<file path="src/rtl/nn_pkg.sv">
// nn_pkg: shared states and default dimensions for the classifier front end
package nn_pkg;
  typedef enum logic [2:0] {IDLE, CLEAR, STREAM, WAIT, DONE} streamer_state_t;
  localparam int IMG_PIXELS = 784;
  localparam int Q_FRAC     = 12;
  localparam int PIX_BITS   = 8;
endpackage

</file>
<file path="src/rtl/pixel_to_fixed.sv">
// pixel_to_fixed: 8-bit grey to BITS-wide Q.FRAC; PIXEL_NORM_EN selects p/255 scaling, else raw integer
module pixel_to_fixed #(
  parameter int BITS = 24,
  parameter int FRAC = 12
) (
  input  logic [7:0]      i_pix,
  output logic [BITS-1:0] o_fixed
);
`ifdef PIXEL_NORM_EN
  // p*(2^FRAC)/256 plus a small correction term so 255 lands just under 1.0
  assign o_fixed = (BITS'(i_pix) << (FRAC - 8)) + (BITS'(i_pix) >> (16 - FRAC));
`else
  assign o_fixed = BITS'(i_pix) << FRAC;
`endif
endmodule

</file>
<file path="src/rtl/pixel_streamer.sv">
// pixel_streamer: streams one frame into the classifier load bus and waits for its done flag
// Conversion chosen by PIXEL_NORM_EN inside pixel_to_fixed.
module pixel_streamer
  import nn_pkg::*;
#(
  parameter int BITS       = 24,
  parameter int FRAC       = Q_FRAC,
  parameter int WIDTH      = IMG_PIXELS,
  parameter int CLR_CYCLES = 2,
  parameter int TIMEOUT    = 4096
) (
  input  logic            clk,
  input  logic            reset,
  input  logic            start,
  input  logic            pix_valid,
  input  logic [7:0]      pix_data,
  output logic            pix_ready,
  input  logic            layer_done,
  output logic            layer_reset_n,
  output logic [9:0]      counter,
  output logic [BITS-1:0] input_pixel,
  output logic            busy,
  output logic            frame_done,
  output logic            timeout_err
);
  localparam int CW = $clog2(CLR_CYCLES + 1);
  localparam int TW = $clog2(TIMEOUT + 2);

  if (WIDTH > 1023 || WIDTH < 1) $error("WIDTH must be 1..1023");
  if (CLR_CYCLES < 1) $error("CLR_CYCLES must be >= 1");

  streamer_state_t r_state, w_next;
  logic [CW-1:0]   r_clr;
  logic [TW-1:0]   r_wait;
  logic [BITS-1:0] w_conv;
  logic            w_accept, w_last, w_clr_end, w_tmo;

  pixel_to_fixed #(.BITS(BITS), .FRAC(FRAC)) u_conv (.i_pix(pix_data), .o_fixed(w_conv));

  assign pix_ready     = (r_state == STREAM) && (counter != 10'(WIDTH));
  assign layer_reset_n = (r_state != CLEAR);
  assign busy          = (r_state != IDLE);
  assign frame_done    = (r_state == DONE);
  assign w_accept      = pix_valid & pix_ready;
  assign w_last        = (counter == 10'(WIDTH - 1));
  assign w_clr_end     = (r_clr == CW'(CLR_CYCLES - 1));
  assign w_tmo         = (TIMEOUT != 0) && (r_wait == TW'(TIMEOUT - 1));

  always_comb begin
    w_next = r_state;
    case (r_state)
      IDLE:    w_next = start ? CLEAR : IDLE;
      CLEAR:   w_next = w_clr_end ? STREAM : CLEAR;
      STREAM:  w_next = (w_accept && w_last) ? WAIT : STREAM;
      WAIT:    w_next = layer_done ? DONE : (w_tmo ? IDLE : WAIT);
      DONE:    w_next = IDLE;
      default: w_next = IDLE;
    endcase
  end

  always_ff @(posedge clk or posedge reset) begin
    if (reset) begin
      r_state     <= IDLE;
      r_clr       <= '0;
      r_wait      <= '0;
      counter     <= '0;
      input_pixel <= '0;
      timeout_err <= 1'b0;
    end else begin
      r_state <= w_next;
      r_clr   <= (r_state == CLEAR) ? r_clr + 1'b1 : '0;
      r_wait  <= (r_state == WAIT) ? r_wait + 1'b1 : '0;
      if (r_state == IDLE && start) begin
        timeout_err <= 1'b0;
        counter     <= '0;
      end
      if (w_accept) begin
        input_pixel <= w_conv;
        counter     <= counter + 10'd1;
      end
      if (r_state == DONE) counter <= '0;
      // done beats timeout when both land in the same cycle
      if (r_state == WAIT && !layer_done && w_tmo) begin
        timeout_err <= 1'b1;
        counter     <= '0;
      end
    end
  end
endmodule
</file>
<file path="config.mk">
export PLATFORM = sky130hd
export DESIGN_NAME = pixel_streamer
export DESIGN_NICKNAME = d
export VERILOG_FILES = /design/src/rtl/nn_pkg.sv /design/src/rtl/pixel_to_fixed.sv /design/src/rtl/pixel_streamer.sv
export SDC_FILE = /design/constraint.sdc
export NUM_CORES = 1
export LEC_CHECK = 0
export ABC_AREA = 1
export CORE_MARGIN = 5
export CORE_UTILIZATION = 52
export DETAILED_ROUTE_END_ITERATION = 8
export GPL_TIMING_DRIVEN = 0
export PLACE_DENSITY = 0.8
export SYNTH_ARGS = -nofsm -noshare
export SYNTH_HDL_FRONTEND = slang
export SYNTH_HIERARCHICAL = 1
export SYNTH_SLANG_ARGS = --single-unit
</file>
<file path="constraint.sdc">
create_clock -name clk -period 1.9 [get_ports clk]
set_clock_uncertainty 0.1 [all_clocks]
set_input_delay 0.285 -clock clk [delete_from_list [all_inputs] [get_ports clk]]
set_output_delay 0.285 -clock clk [all_outputs]
set_load 0.05 [all_outputs]
</file>
Yosys cells after proc, flatten, opt, wreduce, memory -nomap -nowiden
Index checks and enable logic that the tools add are counted.

Multiplexer cells: 14. Reductions and logical operators: 10. Add/sub/neg operators: 3. Equality and inequality tests: 9. Bitwise gates (word level): 1.

Operators by type and width (count): 2-to-1 mux 10 bit (4); adder 13 x 1 -> 13 bit (second input constant) (1); equality test 13 x 12 -> 1 bit (second input constant) (1); 2-to-1 mux 13 bit (1); case mux 3 bit (4 select lines) (1); adder 10 x 1 -> 10 bit (second input constant) (1); equality test 10 bit (second input constant) (1); inequality test 10 bit (second input constant) (1); equality test 3 x 2 -> 1 bit (second input constant) (2); 2-to-1 mux 2 bit (3); logical AND 1 bit (5); 2-to-1 mux 1 bit (4); nonzero test 4 bit (1); equality test 3 x 1 -> 1 bit (second input constant) (1); equality test 3 bit (second input constant) (1); logical NOT 3 bit (1); 2-to-1 mux 3 bit (1); inequality test 3 x 1 -> 1 bit (second input constant) (1); nonzero test 3 bit (1); adder 2 x 1 -> 2 bit (second input constant) (1); equality test 2 x 1 -> 1 bit (second input constant) (1); nonzero test 2 bit (1); bitwise AND 1 bit (1); logical NOT 1 bit (1).

Logic and storage cells: 43. Output and inout port bits: 39. Register bits after elaboration: 37. Bits of input ports: 13.

Longest topological paths before layout
Gate-level depths: netlist (run 1).

Word-level depth: 6. Mapped depth: 10. Depth with buffers taken out: 10.

Modules after synthesis
The synthesis (run 1) kept the hierarchy.

Modules (own cells, without submodules): pixel_streamer (area an instance 2491.1 um^2, times used 1, sequential area each 1326.3 um^2, cells each 300); pixel_to_fixed (area an instance 183.9 um^2, times used 1, sequential area each 0.0 um^2, cells each 25).

Least setup slack after synthesis (run 1)
No wires, ideal clock.

Kind: register to register. Start: register r_state[0]. End: register counter[4]. Cell stages (with the launch flop): 7. Clock period less this slack: 2.333 ns. Setup slack: -0.433 ns. Arrival: 2.113 ns. Buffers on the path: 0. Required time: 1.680 ns. Setup time: 0.120 ns. Cell sequence: dfrtp_1 nor3_1 inv_1 nand2_4 nor2_8 nand2_1 nand2_1.

Elaborated cells between the ends (all ways): 13. Classes of those cells: eq/ne (3); mux (3); bitwise (1); reduce/logical (6).

RTL lines: start: declaration (line pixel_streamer.sv:32) `streamer_state_t r_state, w_next;`; start signal: assignment (line pixel_streamer.sv:70) `r_state <= w_next;`; equality test 3 bit (*); named net frame_done (line pixel_streamer.sv:23) `output logic frame_done,`; 2-to-1 mux 10 bit (line pixel_streamer.sv:81) `if (r_state == DONE) counter <= '0;`; 2-to-1 mux 10 bit (line pixel_streamer.sv:83) `if (r_state == WAIT && !layer_done && w_tmo) begin`; end signal: assignment (line pixel_streamer.sv:79) `counter <= counter + 10'd1;`; end: declaration (line pixel_streamer.sv:20) `output logic [9:0] counter,`.

Mark *: on every way through the listed nets, which the timed path passes. The rest lies on a longest branch. A chain may end at the register's enable or synchronous reset.

Worst setup path in the final report (run 1)
Start: register counter[0]. End: output port pix_ready.

Longest elaborated chain between the ends: 2.

Ends and longest elaborated chain: inequality test 10 bit (line pixel_streamer.sv:40) `assign pix_ready = (r_state == STREAM) && (counter != 10'(WIDTH));`; logical AND 1 bit (line pixel_streamer.sv:40); end: declaration (line pixel_streamer.sv:17) `output logic pix_ready,`.

No other way between the ends.

==> key figures, run 1 <==
Status
  – Status: finished clean

Route
  – DRT iter0 DRCs: 133
  – DRT Wirelength: 5380 um
  – DR vias: 2200
  – Vias per cell: 4.74
  – First-pass DRT Iterations: 4
  – DRC viols: 0
  – Antenna-violating nets left: 0
  – DR WL/cell: 11.6 um

Setup path
  – Worst-path cell chain: inv_2 > ha_4 > nand2_2 > nor2_2 > nand3_2 > nand2_1 > inv_1 > buf_6
  – CP endpoint kind: output pin
  – Setup crit start kind: flop
  – Crit path DAT: 1.50 ns
  – Worst-path fanout max: 4
  – Crit-path slowest cell: dfrtp_2
  – Slowest stage delay, CP: 0.44 ns
  – WP data required: 1.51 ns
  – Kind of critical path: flop to output pin

Synth
  – Syn_area_per_cell: 8.23 um^2
  – Ys Warns: 6
  – Mapped cell area: 0.00268 mm^2
  – Synth Instances: 325
  – Yosys reg bits: 53
  – Netlist cell types: 33
  – Seq/Total Area, Yosys: 49.6%

Global route
  – Vias in the first global route: 2131
  – GRT Overall Usage: 18.2%
  – Initial antenna violation count: 0
  – Total grt overflow: 0
  – Pin count of the biggest net entering global routing: 37
  – First-pass GRT wire length: 9340 um

Clock network
  – CTS H-tree lvls: 2
  – CTS buffer count: 5
  – Root buffer cell: clkbuf_8
  – Sinks on Clock Net: 53
  – Clock Tree Buf Depth: 2
  – CTS Hold Buffers Added: 0
  – TritonCTS clock tree: yes
  – Clock transition at path regs: 0.09 ns
  – Worst-Skew Late Latency: 0.30 ns

Placement
  – DPL Wire Length: 3940 um
  – Placer congestion estimate: 0.772
  – Placed Area: 0.00328 mm^2
  – Placed Instances: 454
  – Port bufs: 43
  – Pre-CTS setup slack: -0.244 ns

STA
  – Slew headroom: 64.5%
  – Final WS setup: 0.0124 ns
  – Max Transition Viols Final: 0
  – Final setup vio count: 0
  – Fmax: 530 MHz
  – Final Cycle Share: 99.3%
  – Hold_ws: 0.0674 ns
  – Final hold viol count: 0
  – Minimum clock period: 1.89 ns
  – Worst Tran Pin Value: 0.532 ns
  – RSZ-0062 raised after global routing: true

Floorplanning
  – Die area: 0.00668 mm^2
  – Die width: 81.7 um
  – Area of the core: 0.00504 mm^2
  – Row count: 26
  – I/O pins: 52
  – Die Y-Extent: 81.7 um
  – Initial Util: 53.1%

Job
  – Max-cap violations: 0

Power
  – Worst VDD drop: 1010 uV
  – Lkg Pwr: 2.02 nW
  – Total power: 4.55 mW
  – P per Cell Area: 1330 mW/mm^2

Finish
  – Final Net Count: 410
  – Fillcell total: 435
  – Non-filler cells, final: 464
  – Commonest non-fill, non-tap cell in the layout: nand2_1
  – Finished Cell Area: 0.00341 mm^2
  – N_diodes: 0
  – Area growth syn-to-layout: 27.6%
  – Storage element area: 0.00133 mm^2
  – Most frequent cells in the layout: nand2_1 (119), dfrtp_1 (51), buf_4 (28)
  – Layout cells sized above 1: 16.0%
  – Area of the multi-input gates: 0.00107 mm^2

Hold path
  – Hold WC Path Type: input port to flop
logic make-up (layout without fill, tap and decap cells):
family	after synthesis	count (layout)	share of synthesized area (%)
and+or+nand+nor	183	183	30.4
buffers and inverters	61	115	13.2
DFF	53	53	49.6
AOI/OAI and AO/OA	22	22	4.54
adders and majority gates	4	4	1.87
other	1	16	0.140
xor gates and xnor gates	1	1	0.327
critical path: cells and delay by family, from the launching register on:
family        cells  cell delay [ns]
flops             1             0.44
simple gates      4             0.37
buf+inv           3             0.27
fa+ha+maj         1             0.12
layer usage:
layer | wire [um] | GRT usage, % | share of wire, %
met3 | 424 | 6.69 | 7.9
met4 | 85 | 6.81 | 1.6
met1 | 2410 | 22.8 | 45
met2 | 2460 | 28.8 | 46
met5 | 0 | 0 | 0
timing repair:
action                     4_1_cts  5_1_grt
setup endpoints to repair       16       22
pin swaps                        0        3
setup buffers                    0        2
gates resized for setup         22       35
synth_stat cells, drive strengths merged:
cell type	instances	area, um^2
nand4	3	18.8
xnor2	1	8.76
or2	1	6.26
inv	30	115
o21ai	7	35.0
a21oi	10	50.1
nor3	7	46.3
buf	30	234
conb	1	3.75
nor4	1	6.26
nand3	20	123
nor2	25	115
a31oi	1	6.26
dfrtp	53	1330
and3	1	6.26
o21bai	2	15.0
nand3b	3	22.5
clkbuf	1	3.75
ha	4	50.1
o21a	2	15.0
nand2	122	468
power breakdown:
group	switching, mW	internal (mW)
Clock	0.349	0.263
Combinational	1.60	0.719
Sequential	0.193	1.42
path summary, 6_finish.rpt:
kind / endpoint / from / cells after the start / slack, ns
worst max-delay path: pix_ready / counter[0] / 8 / 0.01
worst min-delay path: input_pixel[19] / pix_data[7] / 3 / 0.07
worst max register to register: counter[7] / counter[0] / 10 / 0.24
worst min register to register: r_clr[0] / r_clr[0] / 1 / 0.34
max in group asynchronous: counter[1] / reset / 3 / 0.99
min in group asynchronous: r_wait[0] / reset / 2 / 0.18
flip-flops by register name, indices dropped and copies added, names as in the netlist:
signal       count
r_state          3
r_wait          13
r_clr            2
counter         10
timeout_err      1
input_pixel     24
area by class of cell:
| class | count | share of cell area (%) |
|---|---|---|
| Sequential cell | 53 | 38.9 |
| Buffer | 31 | 6.96 |
| Multi-Input combinational cell | 226 | 31.5 |
| Clock buffer | 8 | 2.35 |
| Inverter | 30 | 3.37 |
| Tap cell | 70 | 2.57 |
| Timing Repair Buffer | 46 | 14.4 |
through the flow:
step | TNS, ns | util (%)
floorplan | 0 | -
global placement | -41.89 | 64.6
detailed placement | -0.254 | 65.0
CTS | -0.207 | 66.3
global route | -0.0927 | 67.7
finish | 0 | 67.7
Note: power is estimated with default switching activity, not from simulation.
==> run 2, diff against run 1 <==
- CTS_CLUSTER_DIAMETER: unset -> 120
- CTS_CLUSTER_SIZE: unset -> 24
==> results of run 2 <==
Same layout as run 1: the final DEF is identical, and so are final timing and power.
==> run 3, diff against run 2 <==
- CORE_UTILIZATION: 52 -> 49
- SYNTH_HIERARCHICAL: 1 -> unset
==> run 3 against run 2 <==
First-iteration DRC count decreased by 50%. Register-to-register slack got worse by 0.02 ns. Critical endpoint is now input_pixel[13]. Global-route usage decreased by 2.9 points.
==> key figures, run 3 <==
STA
  – Slew headroom: 50.7%
  – Final hold viol count: 0
  – Max Transition Viols Final: 0
  – Final Cycle Share: 97.3%
  – Final setup vio count: 0
  – Setup TNS: 0 ns
  – Worst Tran Pin Value: 0.738 ns
  – RSZ-0062 raised after global routing: true
  – Fmax: 541 MHz
  – Final WS setup: 0.0513 ns
  – Minimum clock period: 1.85 ns

Setup path
  – WP data required: 1.51 ns
  – WP buf/inv: 1
  – Setup crit start kind: flop
  – Slowest stage delay, CP: 0.81 ns
  – CP endpoint kind: output pin
  – Kind of critical path: flop to output pin
  – Crit-path slowest cell: clkdlybuf4s50_1
  – Worst-path fanout max: 2
  – Top delay family on crit path: buffers and inverters
  – Crit path DAT: 1.46 ns
  – Worst-path cell chain: clkdlybuf4s50_1

Route
  – DR WL/cell: 11.3 um
  – DRT iter0 DRCs: 67
  – Antenna-violating nets left: 0
  – DR vias: 1703
  – DRC viols: 0
  – Vias per cell: 4.68
  – First-pass DRT Iterations: 4
  – DRT Wirelength: 4110 um

Clock network
  – Clock transition at path regs: 0.07 ns
  – TritonCTS clock tree: yes
  – CTS H-tree lvls: 2
  – Clock Tree Buf Depth: 2
  – Worst-Skew Late Latency: 0.29 ns
  – CTS Hold Buffers Added: 0
  – Sinks on Clock Net: 37
  – CTS buffer count: 5
  – Root buffer cell: clkbuf_8

Synth
  – Ys Warns: 0
  – Area fraction of the dominant cell type after synthesis: 45.7%
  – Post-synth top cells: nand2_1 (70), dfrtp_1 (37), inv_1 (32)
  – Synth async-reset ratio: 100%
  – Synth Instances: 255
  – Synth top area cells: dfrtp_1 (46%), nand2_1 (13%), buf_4 (5.9%)
  – Yosys reg bits: 37
  – Mapped cell area: 0.00202 mm^2
  – Post-synth EDFFs: 0
  – Syn_area_per_cell: 7.94 um^2
  – Count leader, synth: nand2_1
  – Netlist cell types: 31
  – Synth Flop Type: dfrtp_1
  – Synth area leader: dfrtp_1
  – Seq/Total Area, Yosys: 45.7%

Global route
  – First-pass GRT wire length: 6450 um
  – Initial antenna violation count: 0
  – Total grt overflow: 0
  – Vias in the first global route: 1517
  – GRT Overall Usage: 15.4%
  – Pin count of the biggest net entering global routing: 38

Floorplanning
  – I/O pins: 52
  – Die width: 74.3 um
  – Initial Util: 50.6%
  – Die Y-Extent: 74.3 um
  – Die area: 0.00552 mm^2
  – Area of the core: 0.00400 mm^2
  – Row count: 23

Placement
  – Placed Instances: 355
  – DPL Wire Length: 2980 um
  – Placer congestion estimate: 0.824
  – Pre-CTS setup slack: -0.307 ns
  – Port bufs: 35

Power
  – Clk network pwr share: 23.0%
  – Worst VDD drop: 477 uV
  – Int Pwr: 1.77 mW
  – P per Cell Area: 1180 mW/mm^2
  – Lkg Pwr: 1.40 nW
  – Net Sw Frac: 42.6%
  – Combinational group share of total power: 43.5%
  – Switching power: 1.31 mW
  – Sequential Power Share: 33.5%

Finish
  – Non-filler cells, final: 364
  – Max FFs per register: 13
  – N_diodes: 0
  – Most frequent cells in the layout: nand2_1 (70), dfrtp_1 (35), inv_1 (30)
  – Area growth syn-to-layout: 29.3%
  – Final Net Count: 330
  – Regs by FF count: r_wait x13, counter x10, input_pixel x8
  – Layout cells sized above 1: 16.2%
  – Most flop-heavy register: r_wait
  – Commonest non-fill, non-tap cell in the layout: nand2_1

Hold path
  – Hold WC Path Type: input port to asynchronous set/reset pin

Job
  – Max-cap violations: 0

Status
  – Status: finished clean
## run 3: worst paths after layout
path / depth (start not counted) / from / slack [ns] / endpoint
worst min-delay path: 2 / reset / 0.33 / r_wait[4]
min in group clk: 1 / r_clr[0] / 0.33 / r_clr[0]
max in group asynchronous: 2 / reset / 0.84 / counter[0]
worst max-delay path: 1 / input_pixel[13] / 0.05 / input_pixel[13]
worst min register to register: 1 / r_clr[0] / 0.33 / r_clr[0]
worst max register to register: 9 / counter[0] / 0.22 / counter[8]
## run 3: area by class of cell
class | instances | area (um^2)
fill | 371 | 1380
sequential | 37 | 928
multi-input combinational | 179 | 877
timing repair buffer | 36 | 347
buffer | 19 | 149
inverter | 35 | 134
clock buffer | 6 | 82.6
tap | 50 | 62.6
clock inverter | 2 | 37.5
## run 3: repair_timing
item | 4_1_cts | 5_1_grt
pin swaps | 0 | 0
buffers inserted | 0 | 1
gates cloned | 0 | 0
setup endpoints to repair | 14 | 3
gates resized for setup | 26 | 3
endpoints found under the hold margin | 0 | 0
## run 3: power groups by stage
stage / Clock, mW / Combinational, mW / Sequential, mW
6_report: 0.711 / 1.34 / 1.03
4_1_cts: 0.730 / 1.33 / 1.04
3_5_place_dp: 0 / 1.34 / 1.05
5_1_grt: 0.765 / 1.43 / 1.05
2_1_floorplan: 0 / 0.634 / 1.37
3_3_place_gp: 0 / 1.32 / 1.05
## run 3: layer usage
metal	wire length (um)	up-vias	GRT usage [%]
met4	72	0	6.52
met2	1990	38	25.6
li1	-	888	-
met5	0	-	0
met3	262	7	4.86
met1	1780	770	18.4
## run 3: stage by stage
stage | instance area, um^2 | power [mW] | utilization, % | hold WS, ns
2_1_floorplan | 2090 | 2.00 | - | 0.291
3_3_place_gp | 2500 | 2.37 | 62.5 | 0.321
3_5_place_dp | 2500 | 2.40 | 62.5 | 0.323
4_1_cts | 2610 | 3.09 | 65.3 | 0.333
5_1_grt | 2620 | 3.25 | 65.4 | 0.383
6_report | 2620 | 3.08 | 65.4 | 0.331
## run 3: cell families (layout without fill, tap and decap cells)
family	count (synthesis)	in the layout	synth area share [%]
buffers and inverters	54	98	14.0
AO/OA/AOI/OAI	22	22	5.69
AND/OR/NAND/NOR	136	136	31.5
other	1	16	0.185
flip-flops	37	37	45.7
XOR/XNOR	1	1	0.433
adder cells (fa/ha/maj)	4	4	2.47
